<file path="src/rtl/sdram_req_arbiter_if.sv">
// sdram_req_arbiter_if: requester, sdram_system and response signals of the request arbiter
interface sdram_req_arbiter_if #(parameter int NUM_REQ = 3);
  logic [NUM_REQ-1:0]    s_axis_req_tvalid;
  logic [NUM_REQ-1:0]    s_axis_req_tready;
  logic [NUM_REQ*64-1:0] s_axis_req_tdata;
  logic                  m_axis_sdram_req_tvalid;
  logic                  m_axis_sdram_req_tready;
  logic [63:0]           m_axis_sdram_req_tdata;
  logic                  s_axis_sdram_res_tvalid;
  logic [31:0]           s_axis_sdram_res_tdata;
  logic [NUM_REQ-1:0]    m_axis_res_tvalid;
  logic [31:0]           m_axis_res_tdata;
  logic                  orphan_err;
  modport slave (
    input  s_axis_req_tvalid, s_axis_req_tdata, m_axis_sdram_req_tready,
           s_axis_sdram_res_tvalid, s_axis_sdram_res_tdata,
    output s_axis_req_tready, m_axis_sdram_req_tvalid, m_axis_sdram_req_tdata,
           m_axis_res_tvalid, m_axis_res_tdata, orphan_err
  );
  modport master (
    output s_axis_req_tvalid, s_axis_req_tdata, m_axis_sdram_req_tready,
           s_axis_sdram_res_tvalid, s_axis_sdram_res_tdata,
    input  s_axis_req_tready, m_axis_sdram_req_tvalid, m_axis_sdram_req_tdata,
           m_axis_res_tvalid, m_axis_res_tdata, orphan_err
  );
endinterface

</file>
<file path="src/rtl/sdram_req_arbiter.sv">
// sdram_req_arbiter: round-robin sharing of the sdram_system port with in-order response routing.
// Define SDRAM_ARB_PRIO0_EN to give requester 0 absolute priority.
module sdram_req_arbiter #(
  parameter int NUM_REQ   = 3,
  parameter int TAG_DEPTH = 8
) (
  input logic clk,
  input logic reset,
  sdram_req_arbiter_if.slave bus
);
  localparam int IW = $clog2(NUM_REQ);
  localparam int AW = TAG_DEPTH > 1 ? $clog2(TAG_DEPTH) : 1;
  logic [IW-1:0]      rr, win, rr_nx;
  logic [IW:0]        idx;
  logic [NUM_REQ-1:0] elig;
  logic [63:0]        win_data;
  logic               found, full, slot_free, grant, push, pop, rr_upd;
  logic [IW-1:0]      tags [TAG_DEPTH];
  logic [AW-1:0]      wp, rp;
  logic [AW:0]        cnt;
  always_comb begin
    full = cnt == (AW+1)'(TAG_DEPTH);
    for (int i = 0; i < NUM_REQ; i++)
      elig[i] = bus.s_axis_req_tvalid[i] && (bus.s_axis_req_tdata[64*i+63] || !full);
    win = '0;
    found = 1'b0;
    idx = '0;
    for (int k = 0; k < NUM_REQ; k++) begin
      idx = (IW+1)'(rr) + (IW+1)'(k);
      if (idx >= (IW+1)'(NUM_REQ)) idx = idx - (IW+1)'(NUM_REQ);
      if (!found && elig[idx[IW-1:0]]) begin
        win = idx[IW-1:0];
        found = 1'b1;
      end
    end
`ifdef SDRAM_ARB_PRIO0_EN
    if (elig[0]) win = '0;
`endif
    slot_free = !bus.m_axis_sdram_req_tvalid || bus.m_axis_sdram_req_tready;
    grant = !reset && slot_free && found;
    win_data = bus.s_axis_req_tdata[64*win +: 64];
    // the full check above uses the pre-pop count, so a same-cycle pop cannot admit a read
    push = grant && !win_data[63];
    pop = bus.s_axis_sdram_res_tvalid && cnt != '0;
    bus.s_axis_req_tready = grant ? NUM_REQ'(1) << win : '0;
`ifdef SDRAM_ARB_PRIO0_EN
    rr_upd = grant && win != '0;
`else
    rr_upd = grant;
`endif
    rr_nx = win == IW'(NUM_REQ-1) ? '0 : win + 1'b1;
  end
  always_ff @(posedge clk) begin
    if (reset) begin
      bus.m_axis_sdram_req_tvalid <= 1'b0;
      bus.m_axis_sdram_req_tdata  <= '0;
      bus.m_axis_res_tvalid       <= '0;
      bus.m_axis_res_tdata        <= '0;
      bus.orphan_err              <= 1'b0;
      rr  <= '0;
      wp  <= '0;
      rp  <= '0;
      cnt <= '0;
    end else begin
      if (grant) begin
        bus.m_axis_sdram_req_tvalid <= 1'b1;
        bus.m_axis_sdram_req_tdata  <= win_data;
      end else if (bus.m_axis_sdram_req_tready) begin
        bus.m_axis_sdram_req_tvalid <= 1'b0;
      end
      if (rr_upd) rr <= rr_nx;
      if (push) wp <= wp + 1'b1;
      if (pop) rp <= rp + 1'b1;
      cnt <= cnt + (AW+1)'(push) - (AW+1)'(pop);
      bus.m_axis_res_tvalid <= pop ? NUM_REQ'(1) << tags[rp] : '0;
      if (pop) bus.m_axis_res_tdata <= bus.s_axis_sdram_res_tdata;
      bus.orphan_err <= bus.orphan_err || (bus.s_axis_sdram_res_tvalid && cnt == '0);
    end
  end
  always_ff @(posedge clk) if (push) tags[wp] <= win;
endmodule
</file>
<file path="src/flat_wrapper.sv">
// flat-port wrapper written by rule: the top's interface ports become plain ports
module sdram_req_arbiter_flat 
#(
  parameter int NUM_REQ   = 3,
  parameter int TAG_DEPTH = 8
)
  (clk, reset, bus_s_axis_req_tvalid, bus_s_axis_req_tdata, bus_m_axis_sdram_req_tready, bus_s_axis_sdram_res_tvalid, bus_s_axis_sdram_res_tdata, bus_s_axis_req_tready, bus_m_axis_sdram_req_tvalid, bus_m_axis_sdram_req_tdata, bus_m_axis_res_tvalid, bus_m_axis_res_tdata, bus_orphan_err);
  sdram_req_arbiter_if #(.NUM_REQ(NUM_REQ)) bus_i ();
  input logic clk;
  input logic reset;
  input wire logic [$bits(bus_i.s_axis_req_tvalid)-1:0] bus_s_axis_req_tvalid;
  input wire logic [$bits(bus_i.s_axis_req_tdata)-1:0] bus_s_axis_req_tdata;
  input wire logic [$bits(bus_i.m_axis_sdram_req_tready)-1:0] bus_m_axis_sdram_req_tready;
  input wire logic [$bits(bus_i.s_axis_sdram_res_tvalid)-1:0] bus_s_axis_sdram_res_tvalid;
  input wire logic [$bits(bus_i.s_axis_sdram_res_tdata)-1:0] bus_s_axis_sdram_res_tdata;
  output wire logic [$bits(bus_i.s_axis_req_tready)-1:0] bus_s_axis_req_tready;
  output wire logic [$bits(bus_i.m_axis_sdram_req_tvalid)-1:0] bus_m_axis_sdram_req_tvalid;
  output wire logic [$bits(bus_i.m_axis_sdram_req_tdata)-1:0] bus_m_axis_sdram_req_tdata;
  output wire logic [$bits(bus_i.m_axis_res_tvalid)-1:0] bus_m_axis_res_tvalid;
  output wire logic [$bits(bus_i.m_axis_res_tdata)-1:0] bus_m_axis_res_tdata;
  output wire logic [$bits(bus_i.orphan_err)-1:0] bus_orphan_err;
  assign bus_i.s_axis_req_tvalid = bus_s_axis_req_tvalid;
  assign bus_i.s_axis_req_tdata = bus_s_axis_req_tdata;
  assign bus_i.m_axis_sdram_req_tready = bus_m_axis_sdram_req_tready;
  assign bus_i.s_axis_sdram_res_tvalid = bus_s_axis_sdram_res_tvalid;
  assign bus_i.s_axis_sdram_res_tdata = bus_s_axis_sdram_res_tdata;
  assign bus_s_axis_req_tready = bus_i.s_axis_req_tready;
  assign bus_m_axis_sdram_req_tvalid = bus_i.m_axis_sdram_req_tvalid;
  assign bus_m_axis_sdram_req_tdata = bus_i.m_axis_sdram_req_tdata;
  assign bus_m_axis_res_tvalid = bus_i.m_axis_res_tvalid;
  assign bus_m_axis_res_tdata = bus_i.m_axis_res_tdata;
  assign bus_orphan_err = bus_i.orphan_err;
  sdram_req_arbiter #(.NUM_REQ(NUM_REQ), .TAG_DEPTH(TAG_DEPTH)) u_core (.clk(clk), .reset(reset), .bus(bus_i));
endmodule
</file>
<file path="config.mk">
export PLATFORM = sky130hd
export DESIGN_NAME = sdram_req_arbiter_flat
export DESIGN_NICKNAME = d
export VERILOG_FILES = /design/src/rtl/sdram_req_arbiter_if.sv /design/src/rtl/sdram_req_arbiter.sv /design/src/flat_wrapper.sv
export SDC_FILE = /design/constraint.sdc
export NUM_CORES = 1
export LEC_CHECK = 0
export CELL_PAD_IN_SITES_DETAIL_PLACEMENT = 0
export CELL_PAD_IN_SITES_GLOBAL_PLACEMENT = 1
export CORE_ASPECT_RATIO = 0.7
export CORE_MARGIN = 5
export CORE_UTILIZATION = 28
export CTS_CLUSTER_SIZE = 40
export DETAILED_ROUTE_END_ITERATION = 10
export GPL_TIMING_DRIVEN = 0
export PLACE_DENSITY = 0.9
export SLEW_MARGIN = 10
export SYNTH_ARGS = -nofsm -noshare
export SYNTH_HDL_FRONTEND = slang
export SYNTH_SLANG_ARGS = --single-unit
</file>
<file path="constraint.sdc">
create_clock -name clk -period 4.7 [get_ports clk]
set_clock_uncertainty 0.2 [all_clocks]
set_input_delay 0.705 -clock clk [delete_from_list [all_inputs] [get_ports clk]]
set_output_delay 0.705 -clock clk [all_outputs]
set_load 0.03 [all_outputs]
</file>
# --- After elaboration in Yosys (flattened, before gate mapping) ---
# Memories as Yosys holds them, arrays and structs flattened. A register that Yosys moved wholly into a read port is not among the register bits.
# Cells that the tools add are included.
op_classes:
  add_sub_neg: 10
  order_cmp: 6
  eq_ne: 2
  n_shift: 3
  n_mux: 23
  bitwise: 1
  n_reduce_logical: 25
ops:
  columns: ["op", "count"]
  rows:
  - ["192-bit by 9-bit variable part select with 64-bit output", 1]
  - ["2-bit two-way mux", 7]
  - ["1-bit logical AND", 10]
  - ["1-bit two-way mux", 10]
  - ["2-bit by 3-bit < comparator with 1-bit output, second input constant", 3]
  - ["3-bit two-way mux", 3]
  - ["3-bit by 1-bit adder with 3-bit output, second input constant", 2]
  - ["1-bit binary-select mux with 2-bit select", 3]
  - ["3-bit by 2-bit greater-or-equal comparator with 1-bit output, second input constant", 2]
  - ["1-bit logical NOT", 6]
  - ["1-bit by 2-bit << shifter with 3-bit output, first input constant", 2]
  - ["2-bit subtractor, second input constant", 3]
  - ["1-bit logical OR", 5]
  - ["4-bit by 1-bit adder with 4-bit output", 1]
  - ["4-bit equality test, second input constant", 1]
  - ["4-bit logical NOT", 1]
  - ["4-bit nonzero test", 1]
  - ["4-bit by 1-bit subtractor with 4-bit output", 1]
  - ["2-bit by 1-bit adder with 3-bit output, second input constant", 1]
  - ["2-bit by 2-bit adder with 3-bit output, second input constant", 1]
  - ["2-bit by 1-bit adder with 2-bit output, second input constant", 1]
  - ["2-bit equality test, second input constant", 1]
  - ["2-bit greater-or-equal comparator, second input constant", 1]
  - ["2-bit nonzero test", 1]
  - ["other kinds (2)", 2]
totals:
  regBits: 113
  mem_bits_rw: 16
  in_bits: 231
  output_inout_bits: 104
  word_cells: 80
  mem_count: 1
mem_list:
  columns: ["memory", "words", "width", "read_ports", "rd_ports_with_merged_regs", "wr", "line", "source"]
  rows:
  - ["u_core.tags", 8, 2, 1, 1, 1, "sdram_req_arbiter.sv:18", "logic [IW-1:0] tags [TAG_DEPTH];"]

# --- Depth between registers and ports, before layout ---
depth:
  word_depth: 18
  mapped_depth: 16

# --- Worst setup path after synthesis ---
# No wires, ideal clock.
synth_timing:
  path_kind: "reg2reg"
  start: "reg u_core.rr[0]"
  end: "reg u_core.cnt[2]"
  setup_ns: 0.128
  t_arrival_ns: 3.077
  setup_slack_ns: 1.296
  stages_incl_launch_ff: 14
  path_buffers: 0
  period_less_slack_ns: 3.404
  cell_sequence: "dfxtp_1 inv_1 ha_1 o31ai_1 nor4_2 and2_1 nor3_4 inv_1 ha_1 inv_1 ha_1 fa_1 xnor2_1 nor2_1"
synth_between:
  elab_chain_cells: 16
  word_cells_on_any_way: 33
synth_lines:
  columns: ["item", "line", "source"]
  rows:
  - ["from (decl)", "sdram_req_arbiter.sv:13", "logic [IW-1:0] rr, win, rr_nx;"]
  - ["from (signal assigned)", "sdram_req_arbiter.sv:71", "if (rr_upd) rr <= rr_nx;"]
  - ["parallel branches: the longest is 13 deep, another holds 2-bit by 1-bit adder with 3-bit output", null, null]
  - ["1-bit logical AND (*)", "sdram_req_arbiter.sv:43", "push = grant && !win_data[63];"]
  - ["4-bit by 1-bit adder with 4-bit output (*)", "sdram_req_arbiter.sv:74", "cnt <= cnt + (AW+1)'(push) - (AW+1)'(pop);"]
  - ["4-bit by 1-bit subtractor with 4-bit output (*)", "sdram_req_arbiter.sv:74", null]
  - ["to (signal assigned)", "sdram_req_arbiter.sv:74", null]
  - ["to (decl)", "sdram_req_arbiter.sv:20", "logic [AW:0] cnt;"]
# Mark *: on every way between the ends. The select of a mux whose other input is x is not followed.
# A chain may end at the register's enable or synchronous reset.

# --- Worst setup path after layout ---
layout_timing:
  start: "in bus_s_axis_req_tdata[127]"
  end: "out bus_s_axis_req_tready[2]"
layout_between:
  elab_chain_cells: 13
  word_cells_on_any_way: 21
layout_lines:
  columns: ["item", "line", "source"]
  rows:
  - ["from (decl)", "flat_wrapper.sv:12", "input wire logic [$bits(bus_i.s_axis_req_tdata)-1:0] bus_s_axis_req_tdata;"]
  - ["1-bit logical OR (*)", "sdram_req_arbiter.sv:24", "elig[i] = bus.s_axis_req_tvalid[i] && (bus.s_axis_req_tdata[64*i+63] || !full);"]
  - ["1-bit logical AND (*)", "sdram_req_arbiter.sv:24", null]
  - ["1-bit binary-select mux with 2-bit select", "sdram_req_arbiter.sv:31", "if (!found && elig[idx[IW-1:0]]) begin"]
  - ["1-bit two-way mux (implied by the code)", "sdram_req_arbiter.sv:31", null]
  - ["1-bit two-way mux", "sdram_req_arbiter.sv:31", null]
  - ["1-bit logical NOT", "sdram_req_arbiter.sv:31", null]
  - ["1-bit logical AND", "sdram_req_arbiter.sv:31", null]
  - ["1-bit two-way mux", "sdram_req_arbiter.sv:31", null]
  - ["1-bit logical NOT", "sdram_req_arbiter.sv:31", null]
  - ["1-bit logical AND", "sdram_req_arbiter.sv:31", null]
  - ["2-bit two-way mux (*)", "sdram_req_arbiter.sv:31", null]
  - ["net u_core.win[1]", "sdram_req_arbiter.sv:13", null]
  - ["1-bit by 2-bit << shifter with 3-bit output (*)", "sdram_req_arbiter.sv:45", "bus.s_axis_req_tready = grant ? NUM_REQ'(1) << win : '0;"]
  - ["3-bit two-way mux (*)", "sdram_req_arbiter.sv:45", null]
  - ["to (decl)", "flat_wrapper.sv:16", "output wire logic [$bits(bus_i.s_axis_req_tready)-1:0] bus_s_axis_req_tready;"]
# Mark *: on every way through the listed nets, which the timed path passes. The rest lies on a longest branch. The select of a mux whose other input is x is not followed.

==> reports/results.ini <==
[route]
antenna_left=0
dr_total_vias=6297
wirelength_mm=24.1
wl_met2_mm=11.1
drc=0
via_per_inst=5.05
m1WireLength_mm=11.2
maxUsedRoutingLayer=met4
wl_per_cell_um=19.3
wl_met3_mm=1.47
drt-pass1-iter-count=8
drt_iter0_drc=615

[global_route]
grt_pass1_wl_mm=36.6
antenna_found_initial=0
grt_use_total=0.186
grt_max_degree=18
grt-ovfl-total=0
grt_pass1_vias=6277

[sta]
worst_pin_slew_ns=0.936
holdWs_ns=0.251
hold_violations=0
fin_crit_ns=4.54
slew_headroom=0.376
post-route-period-util=0.966
clock.fmax_mhz=220
drv_slew=0
tns_ns=0
setup_violations=0
rsz0062_at_grt=no

[layout]
drive_above_1_share=0.150
area.sequential_um2=2800
layout.nets=1193
area_delta_synth_final_pct=69.6
final_cell_count_no_fill=1246
insertedDiodeCount=0
multi_input_area_um2=2980
final_cell_mix=clkdlybuf4s50_1, dfxtp_1, nand2_1
nFillCells=2015
final_common_cell=clkdlybuf4s50_1

[setup_path]
r2r_setup_slack_ns=0.96
critPathKind=in2out
rr_worst_depth=13
required_ns=3.80
reg2reg_from=u_core.rr[0]
crit_fanout=17
worstPathArrival_ns=3.63
critPathLaunchType=input pin
endpoint_kind=primary output
rr_endpoint=u_core.cnt[2]

[placement]
port_buffers=334
dp.cells=1214
hpwlAfterDp_mm=18.8
gp_congestion=0.885

[hold_path]
whs_endpoint=u_core.bus.m_axis_res_tdata[26]
worstHoldStart=u_core.bus.m_axis_res_tdata[26]
hp-class=reg2reg
hold_depth=2

[floorplan]
die_w_um=187
core_um2=21600
ios=335
rows=45
die_area_um2=25000
die_h_um=134
start_util=0.284

[power]
max-vdd-ir-drop_mv=0.239
leakagePower_nw=3.78
power_mw=7.07
power.density_nw_per_um2=679

[clock_tree]
clock_path_buffers=2
h-tree-depth=4
cts_tree=done
cts_buffers=17
clock_latency_ns=0.41
clock_sinks=132
clk_pin_slew_ns=0.06
root_buffer=clkbuf_16

[outcome]
status=finished, final reports clean

[yosys]
synthTopCellsByArea=dfxtp_1, a211oi_2, a222oi_1, edfxtp_1, nand2_1
postSynthAreaPerCell_um2=10.3
synth_fp_nets=840
synth-edff-count=16
synth_cells=598
synth-main-ff-cell=dfxtp_1
ys_ff_latch=132
synth_area_leader_cell=dfxtp_1
seq_area_frac_synth=0.457
async_reset_ff_frac=0
yosys_warnings=0
synth_cell_types=59
synth_top_area_share=0.378
syn-cell-area_um2=6140

[flow_run]
cap_violations=0

-- sequential cells by signal (all words and copies together) (netlist names), named ones only --
| register | count |
|---|---|
| u_core.bus.m_axis_sdram_req_tdata | 64 |
| u_core.rr | 2 |
| u_core.tags | 16 |
| u_core.bus.m_axis_res_tdata | 32 |
| u_core.rp | 3 |
| u_core.cnt | 4 |
| u_core.wp | 3 |
| u_core.bus.m_axis_sdram_req_tvalid | 1 |
| u_core.bus.orphan_err | 1 |
| u_core.bus.m_axis_res_tvalid | 3 |
-- metal layers --
| metal | up-vias | global-route usage |
|---|---|---|
| met3 | 20 | 0.0473 |
| li1 | 2993 | - |
| met4 | 0 | 0.0468 |
| met1 | 3047 | 0.255 |
| met2 | 237 | 0.294 |
| met5 | - | 0 |
-- metrics by stage --
step / setup slack, ns / utilization / instance area (µm²)
finish: 0.161 / 0.481 / 10400
global route: 0.0299 / 0.481 / 10400
CTS: 0.102 / 0.481 / 10400
detailed placement: -0.264 / 0.455 / 9830
global placement: -0.226 / 0.455 / 9830
floorplan: 1.30 / - / 6140
-- cells in the mapped netlist (all sizes together), types with 2 or more instances --
master / count
inv: 13
and3: 5
nand3: 4
mux2: 2
and3b: 2
a21oi: 39
xnor2: 3
a211oi: 64
a222oi: 63
nor4: 4
buf: 38
and2: 2
or4b: 2
mux4: 4
and4b: 2
nor2: 79
nor2b: 4
nand2b: 2
mux2i: 3
clkbuf: 15
o21ai: 2
nor4b: 3
dfxtp: 116
nand2: 83
nor3: 3
edfxtp: 16
ha: 10
-- report_power, final --
| part | leakage (nW) | switching [mW] | internal (mW) |
|---|---|---|---|
| sequential | 1.11 | 0.221 | 1.55 |
| clock | 0.272 | 0.516 | 0.783 |
| combinational | 2.40 | 2.36 | 1.64 |
| total | 3.78 | 3.09 | 3.97 |
-- area by class of cell --
type                       count  share of cell area
clock inverter                12              0.0127
clock buffer                  20              0.0420
tap                          282              0.0339
inverter                      13             0.00469
timing repair buffer         334               0.321
sequential                   132               0.269
buffer                        53              0.0293
multi-input combinational    400               0.287
-- worst max path at each step --
stage | from | to | slack, ns | cells past startpoint
2_1_floorplan | u_core.rr[0] | u_core.cnt[2] | 1.30 | 13
3_3_place_gp | bus_s_axis_req_tdata[63] | bus_s_axis_req_tready[1] | -0.23 | 7
3_5_place_dp | bus_s_axis_req_tdata[63] | bus_s_axis_req_tready[1] | -0.26 | 7
4_1_cts | bus_s_axis_req_tdata[63] | bus_s_axis_req_tready[1] | 0.10 | 7
5_1_grt | bus_s_axis_req_tdata[127] | bus_s_axis_req_tready[2] | 0.03 | 7
6_report | bus_s_axis_req_tdata[127] | bus_s_axis_req_tready[2] | 0.16 | 7
-- critical path, stage by stage --
cell	delay [ns]
clkdlybuf4s50_1	0.45
or4b_4	0.56
and3_4	0.21
nor4_4	0.30
buf_2	0.44
nor2b_1	0.26
clkdlybuf4s50_1	0.71
-- logic make-up after synthesis --
logic type | share of synthesized area
simple gates | 0.152
mux | 0.0232
flops | 0.457
compound gates | 0.280
xor+xnor | 0.00571
buf+inv | 0.0571
fa+ha+maj | 0.0253
-- what timing repair did --
action	4_1_cts	5_1_grt
setup buffers	0	0
endpoints found under the setup margin	1	1
hold buffers	0	0
resized for setup	1	2
Power figures use the tool's default switching activity.
